`src/rtl/umem_arb_pkg.sv`:
```
// Shared types for the unified-memory port arbiter: FSM states, transaction owners
// and the store-size encoding used by the LSU.
package umem_arb_pkg;

    typedef enum logic [1:0] {
        IDLE,
        REQ,
        RD_WAIT
    } arb_state_e;

    typedef enum logic [1:0] {
        NONE,
        IF,
        LD,
        ST
    } owner_e;

    localparam logic [1:0] ST_BYTE = 2'b00;
    localparam logic [1:0] ST_HALF = 2'b01;
    localparam logic [1:0] ST_WORD = 2'b10;

endpackage

```
`src/rtl/umem_be_gen.sv`:
```
// Byte-enable generator: store size and byte offset to a 4-lane write mask.
// Encoding 2'b11 is treated as a full word.
module umem_be_gen
    import umem_arb_pkg::*;
(
    input  logic [1:0] store_type_i,
    input  logic [1:0] offset_i,
    output logic [3:0] be_o
);

    always_comb begin
        case (store_type_i)
            ST_BYTE: be_o = 4'b0001 << offset_i;
            ST_HALF: be_o = 4'b0011 << {offset_i[1], 1'b0};
            default: be_o = 4'b1111;
        endcase
    end

endmodule

```
`src/rtl/umem_port_arb.sv`:
```
// Arbiter sharing one single-port memory between instruction fetch and load/store.
// Define UMEM_ARB_PERF_EN to add the conflict / forced-fetch performance counters.
module umem_port_arb
    import umem_arb_pkg::*;
#(
    parameter int AW               = 32,
    parameter int FETCH_STARVE_MAX = 4
) (
    input  logic          clk,
    input  logic          rst,
    input  logic          if_req,
    input  logic [AW-1:0] if_addr,
    input  logic          if_flush,
    output logic          if_rvalid,
    output logic [31:0]   if_rdata,
    output logic          if_stall,
    input  logic          ls_rd_en,
    input  logic [AW-1:0] ls_rd_addr,
    input  logic          ls_wr_en,
    input  logic [AW-1:0] ls_wr_addr,
    input  logic [31:0]   ls_wr_data,
    input  logic [1:0]    ls_store_type,
    input  logic [1:0]    ls_store_offset,
    output logic          ls_rvalid,
    output logic [31:0]   ls_rdata,
    output logic          ls_wr_done,
    output logic          ls_stall,
    output logic          mem_req,
    output logic          mem_we,
    output logic [AW-1:0] mem_addr,
    output logic [31:0]   mem_wdata,
    output logic [3:0]    mem_be,
    input  logic          mem_gnt,
    input  logic          mem_rvalid,
    input  logic [31:0]   mem_rdata
`ifdef UMEM_ARB_PERF_EN
    ,
    output logic [31:0]   perf_conflict_cnt,
    output logic [31:0]   perf_starve_cnt
`endif
);

    localparam int            SW         = $clog2(FETCH_STARVE_MAX + 1);
    localparam logic [SW-1:0] STARVE_MAX = SW'(FETCH_STARVE_MAX);

    arb_state_e    state_q, state_d;
    owner_e        owner_q, owner_d;
    logic [AW-1:0] addr_q, addr_d;
    logic [31:0]   wdata_q, wdata_d;
    logic [3:0]    be_q, be_d;
    logic          we_q, we_d;
    logic          drop_q, drop_d;
    logic [SW-1:0] starve_q, starve_d;

    logic [3:0] st_be;
    logic       data_pend;
    logic       force_fetch;
    logic       grant_if;
    logic       grant_data;
    logic       unused_addr_lsbs;

    assign data_pend        = ls_rd_en | ls_wr_en;
    assign force_fetch      = if_req && (starve_q == STARVE_MAX);
    assign unused_addr_lsbs = ^{if_addr[1:0], ls_rd_addr[1:0], ls_wr_addr[1:0]};

    umem_be_gen u_be_gen (
        .store_type_i (ls_store_type),
        .offset_i     (ls_store_offset),
        .be_o         (st_be)
    );

    // NOTE: every signal written here gets a default first, so no path can infer a latch.
    always_comb begin
        state_d    = state_q;
        owner_d    = owner_q;
        addr_d     = addr_q;
        wdata_d    = wdata_q;
        be_d       = be_q;
        we_d       = we_q;
        drop_d     = drop_q;
        starve_d   = starve_q;
        grant_if   = 1'b0;
        grant_data = 1'b0;
        mem_req    = 1'b0;
        mem_we     = 1'b0;
        mem_addr   = '0;
        mem_wdata  = '0;
        mem_be     = '0;
        if_rvalid  = 1'b0;
        if_rdata   = '0;
        ls_rvalid  = 1'b0;
        ls_rdata   = '0;
        ls_wr_done = 1'b0;

        case (state_q)
            IDLE: begin
                drop_d = 1'b0;
                if (ls_wr_en && !force_fetch) begin
                    grant_data = 1'b1;
                    owner_d    = ST;
                    we_d       = 1'b1;
                    addr_d     = {ls_wr_addr[AW-1:2], 2'b00};
                    wdata_d    = ls_wr_data;
                    be_d       = st_be;
                    state_d    = REQ;
                end else if (ls_rd_en && !force_fetch) begin
                    grant_data = 1'b1;
                    owner_d    = LD;
                    we_d       = 1'b0;
                    addr_d     = {ls_rd_addr[AW-1:2], 2'b00};
                    wdata_d    = '0;
                    be_d       = '0;
                    state_d    = REQ;
                end else if (if_req) begin
                    grant_if = 1'b1;
                    owner_d  = IF;
                    we_d     = 1'b0;
                    addr_d   = {if_addr[AW-1:2], 2'b00};
                    wdata_d  = '0;
                    be_d     = '0;
                    state_d  = REQ;
                end
            end
            REQ: begin
                mem_req   = 1'b1;
                mem_we    = we_q;
                mem_addr  = addr_q;
                mem_wdata = wdata_q;
                mem_be    = be_q;
                if (owner_q == IF && if_flush) drop_d = 1'b1;
                if (mem_gnt) begin
                    if (we_q) begin
                        ls_wr_done = 1'b1;
                        owner_d    = NONE;
                        drop_d     = 1'b0;
                        state_d    = IDLE;
                    end else begin
                        state_d = RD_WAIT;
                    end
                end
            end
            RD_WAIT: begin
                if (owner_q == IF && if_flush) drop_d = 1'b1;
                if (mem_rvalid) begin
                    // A flush in the completing cycle also discards the response.
                    if (owner_q == IF && !(drop_q || if_flush)) begin
                        if_rvalid = 1'b1;
                        if_rdata  = mem_rdata;
                    end
                    if (owner_q == LD) begin
                        ls_rvalid = 1'b1;
                        ls_rdata  = mem_rdata;
                    end
                    owner_d = NONE;
                    drop_d  = 1'b0;
                    state_d = IDLE;
                end
            end
            default: begin
                owner_d = NONE;
                state_d = IDLE;
            end
        endcase

        if (!if_req || grant_if) begin
            starve_d = '0;
        end else if (grant_data && starve_q != STARVE_MAX) begin
            starve_d = starve_q + SW'(1);
        end

        // Reset abandons the transaction at once: nothing is requested or completed.
        if (rst) begin
            mem_req    = 1'b0;
            mem_we     = 1'b0;
            mem_addr   = '0;
            mem_wdata  = '0;
            mem_be     = '0;
            if_rvalid  = 1'b0;
            if_rdata   = '0;
            ls_rvalid  = 1'b0;
            ls_rdata   = '0;
            ls_wr_done = 1'b0;
        end

        if_stall = if_req & ~if_rvalid;
        ls_stall = data_pend & ~ls_rvalid & ~ls_wr_done;
    end

    // NOTE: state registers use non-blocking assignments so every flop samples pre-edge values.
    always_ff @(posedge clk) begin
        if (rst) begin
            state_q  <= IDLE;
            owner_q  <= NONE;
            addr_q   <= '0;
            wdata_q  <= '0;
            be_q     <= '0;
            we_q     <= 1'b0;
            drop_q   <= 1'b0;
            starve_q <= '0;
        end else begin
            state_q  <= state_d;
            owner_q  <= owner_d;
            addr_q   <= addr_d;
            wdata_q  <= wdata_d;
            be_q     <= be_d;
            we_q     <= we_d;
            drop_q   <= drop_d;
            starve_q <= starve_d;
        end
    end

`ifdef UMEM_ARB_PERF_EN
    logic [31:0] perf_conflict_q;
    logic [31:0] perf_starve_q;

    always_ff @(posedge clk) begin
        if (rst) begin
            perf_conflict_q <= '0;
            perf_starve_q   <= '0;
        end else begin
            if (state_q == IDLE && if_req && data_pend) perf_conflict_q <= perf_conflict_q + 32'd1;
            if (state_q == IDLE && force_fetch)         perf_starve_q   <= perf_starve_q + 32'd1;
        end
    end

    assign perf_conflict_cnt = perf_conflict_q;
    assign perf_starve_cnt   = perf_starve_q;
`endif

endmodule

```
`config.mk`:
```
export PLATFORM = sky130hd
export DESIGN_NAME = umem_port_arb
export DESIGN_NICKNAME = d
export VERILOG_FILES = /design/src/rtl/umem_arb_pkg.sv /design/src/rtl/umem_be_gen.sv /design/src/rtl/umem_port_arb.sv
export SDC_FILE = /design/constraint.sdc
export NUM_CORES = 1
export LEC_CHECK = 0
export BUFFER_PORTS_ARGS = -buffer_cell sky130_fd_sc_hd__buf_2
export CELL_PAD_IN_SITES_DETAIL_PLACEMENT = 0
export CELL_PAD_IN_SITES_GLOBAL_PLACEMENT = 1
export CORE_MARGIN = 3
export CORE_UTILIZATION = 28
export DETAILED_ROUTE_END_ITERATION = 7
export PLACE_DENSITY = 0.82
export SYNTH_ARGS = -nofsm -noshare
export SYNTH_HDL_FRONTEND = slang
export SYNTH_HIERARCHICAL = 1
export SYNTH_SLANG_ARGS = --single-unit
export TNS_END_PERCENT = 50
```
`constraint.sdc`:
```
create_clock -name clk -period 2.31 [get_ports clk]
set_clock_uncertainty 0.15 [all_clocks]
set_input_delay 0.462 -clock clk [delete_from_list [all_inputs] [get_ports clk]]
set_output_delay 0.462 -clock clk [all_outputs]
set_load 0.01 [all_outputs]
```
==> results.tsv <==
stage	metric	value	unit
clock_tree	cts_num_sinks	75	
die	dieArea	0.0177	sq mm
worst_setup_path	critPathKind	flop to primary output	
clock_tree	clk_latency	0.34	ns
pwr	pwr-share-seq	37.8	%
sta	setup_tns	-1.17	ns
pwr	pwr-share-comb	34.3	%
final_layout	final_util	43.1	%
routing	ant_nets	0	
final_layout	fillerInstances	1604	
job	cap_violations	0	
worst_setup_path	worst_setup_path_start_kind	flop	
final_layout	final_cells	1051	
clock_tree	cts_tree	built	
sta	min_period_over_period	102	%
sta	holdWs	0.172	ns
grt	met1_usage	18.4	%
clock_tree	clock_path_buffers	2	
sta	post-route-min-period	2.36	ns
synthesis	async_reset_ff_share	0	%
clock_tree	hold_buffers	0	
grt	gr-usage-met2	30.3	%
place	post-dp-hpwl	11.6	mm
place	pre_cts_ws	0.130	ns
synthesis	synth-seq-area-share	33.3	%
die	ios	311	
pwr	power_frac_clock	27.9	%
routing	wl_per_cell	14.8	um
clock_tree	htree_levels	3	
place	place.gp.congestion	0.763	
place	numPlacedInstances	1028	
synthesis	synth_seq_cells	75	
pwr	p_sw	1.71	mW
sta	setup_violations	45	
final_layout	final_nets	1014	
grt	grt_max_degree	61	
worst_setup_path	r2r_cells	6	
synthesis	synth-warning-count	6	
sta	maxSlewViolCount	0	
worst_setup_path	crit_fanout	9	
pwr	ir_drop	0.000401	V
worst_hold_path	hold_path.class	input port to flop	
grt	grt_first_pass_wirelength	23.9	mm
synthesis	syn_area	0.00451	sq mm
grt	gr-usage-all-layers	16.4	%
die	initial_core_util	29.1	%
sta	slew_headroom	42.5	%
final_layout	area_delta_synth_final	47.9	%
die	rows	45	
sta	tightest_slew	0.860	ns
final_layout	num_antenna_cells	0	
clock_tree	clk_pin_slew	0.07	ns
outcome	violations	setup timing	
place	port_buffers	302	
worst_setup_path	crit_required	1.70	ns
die	fp.dieH	133	um
worst_setup_path	worstSetupEndpointType	primary output	
grt	grt_pass1_vias	4718	
routing	drtPass1Iterations	6	
sta	hold_violations	0	
synthesis	avgSynthCellArea	8.18	sq um
routing	drcViolationCount	0	
clock_tree	clockRootBuffer	clkbuf_16	
final_layout	drive_gt1_share	43.7	%
outcome	status	finished with violations	
synthesis	synth_cells	551	
pwr	p_leak	3.47	nW
sta	fin_ws	-0.0523	ns
grt	met3_usage	3.61	%
routing	drt-initial-drc-count	168	
routing	vias	4918	
worst_setup_path	cp.arrival	1.75	ns
final_layout	layout_commonest_cell	buf_2	
sta	rsz0062_at_grt	yes	
grt	busiest_layer	met2	
routing	wl	15.6	mm
synthesis	synth_cell_type_count	44	
grt	grt_overflow	0	
worst_hold_path	hold_depth	2	
pwr	internal_power	3.14	mW
pwr	power.share.switching	35.2	%
routing	post_drt_via_cell_ratio	4.68	
synthesis	ys.flop_type	dfxtp_1	
sta	fmax	0.423	GHz
final_layout	layout_common_cells	buf_2 (294), and2_1 (124), dfxtp_1 (73)	
grt	antenna_found_initial	0	
clock_tree	cts-buffers-inserted	9	
die	core_region_area	0.0155	sq mm
die	die_width	133	um
synthesis	synth_edf_count	0	
pwr	power_density	727	mW/mm^2
## worst max-delay path, cell delays in order (launching register included)
cell and delay [ns]:
dfxtp_2 0.34, inv_2 0.08, ha_4 0.15, nand3b_4 0.09, nor4_4 0.19, bufbuf_16 0.32
and2_1 0.12, buf_2 0.12
## flip-flops by register name (all words and copies together), names as in the netlist
register  cells
wdata_q      32
owner_q       2
starve_q      3
we_q          1
drop_q        1
be_q          4
state_q       2
addr_q       30
## logic make-up after synthesis
group           share of synthesized area, %
buf+inv                                 6.99
mux                                    0.444
other cells                           0.0832
fa+ha+maj                               1.94
simple gates                            31.3
flops                                   33.3
compound gates                          26.0
## through the flow
step	power, mW	instance area [sq um]
final	4.85	6670
after global routing	5.20	6670
after CTS	4.92	6600
after detailed placement	3.48	6210
after global placement	3.47	6210
after floorplan	2.94	4510
## synthesized netlist by cell type (2+ instances only)
cell / n / area share, %
buf_4: 2 / 0.33
buf_6: 7 / 1.7
and3_1: 2 / 0.28
nor2b_1: 2 / 0.28
buf_2: 12 / 1.3
and2_1: 131 / 18
nand4_1: 3 / 0.42
a21o_1: 32 / 5.3
clkbuf_1: 34 / 2.8
mux2i_1: 2 / 0.44
o21ai_1: 9 / 1.0
a22o_1: 36 / 7.0
a21oi_1: 5 / 0.55
inv_1: 9 / 0.75
nand2b_1: 3 / 0.42
ha_1: 7 / 1.9
a31oi_1: 30 / 4.2
o21bai_1: 2 / 0.33
nor3_1: 2 / 0.22
nor2_1: 3 / 0.25
nand2_1: 37 / 3.1
dfxtp_1: 75 / 33
nand3_1: 3 / 0.33
nand3b_1: 31 / 5.2
o21ai_0: 53 / 5.9
## power by group through the flow
| stage | registers, mW | logic, mW | clock network, mW |
|---|---|---|---|
| floorplan | 1.80 | 1.14 | 0 |
| global placement | 1.84 | 1.63 | 0 |
| detailed placement | 1.85 | 1.64 | 0 |
| CTS | 1.83 | 1.68 | 1.41 |
| global route | 1.88 | 1.87 | 1.45 |
| finish | 1.83 | 1.66 | 1.35 |
## area by class of cell
class / instances / area, sq um / share of cell area, %
multi-input cells: 413 / 2740 / 41.1
well taps: 211 / 264 / 3.96
repair buffers: 327 / 1840 / 27.5
inverters: 9 / 33.8 / 0.507
clock inverters: 7 / 60.1 / 0.901
clock buffers: 9 / 225 / 3.38
flip-flops and latches: 75 / 1510 / 22.6
## worst paths after layout
path / startpoint / to / slack, ns
max: state_q[0] / if_rdata[20] / -0.05
min: ls_wr_data[17] / wdata_q[17] / 0.17
min reg2reg: be_q[3] / be_q[3] / 0.32
max reg2reg: state_q[0] / wdata_q[28] / 0.26
## per-layer routing
metal,part of all wire [%],up-vias
li1,-,2479
met4,1.7,0
met5,0,-
met2,52,193
met1,39,2230
met3,7.4,16
## repair_timing
| action | CTS | global route |
|---|---|---|
| gates cloned | 2 | 0 |
| buffers inserted | 4 | 2 |
| endpoints found under the hold margin | 0 | 0 |
| pin swaps | 10 | 0 |
| gates resized for setup | 6 | 18 |
| endpoints found under the setup margin | 108 | 135 |
Note: power is estimated with default switching activity, not from simulation.
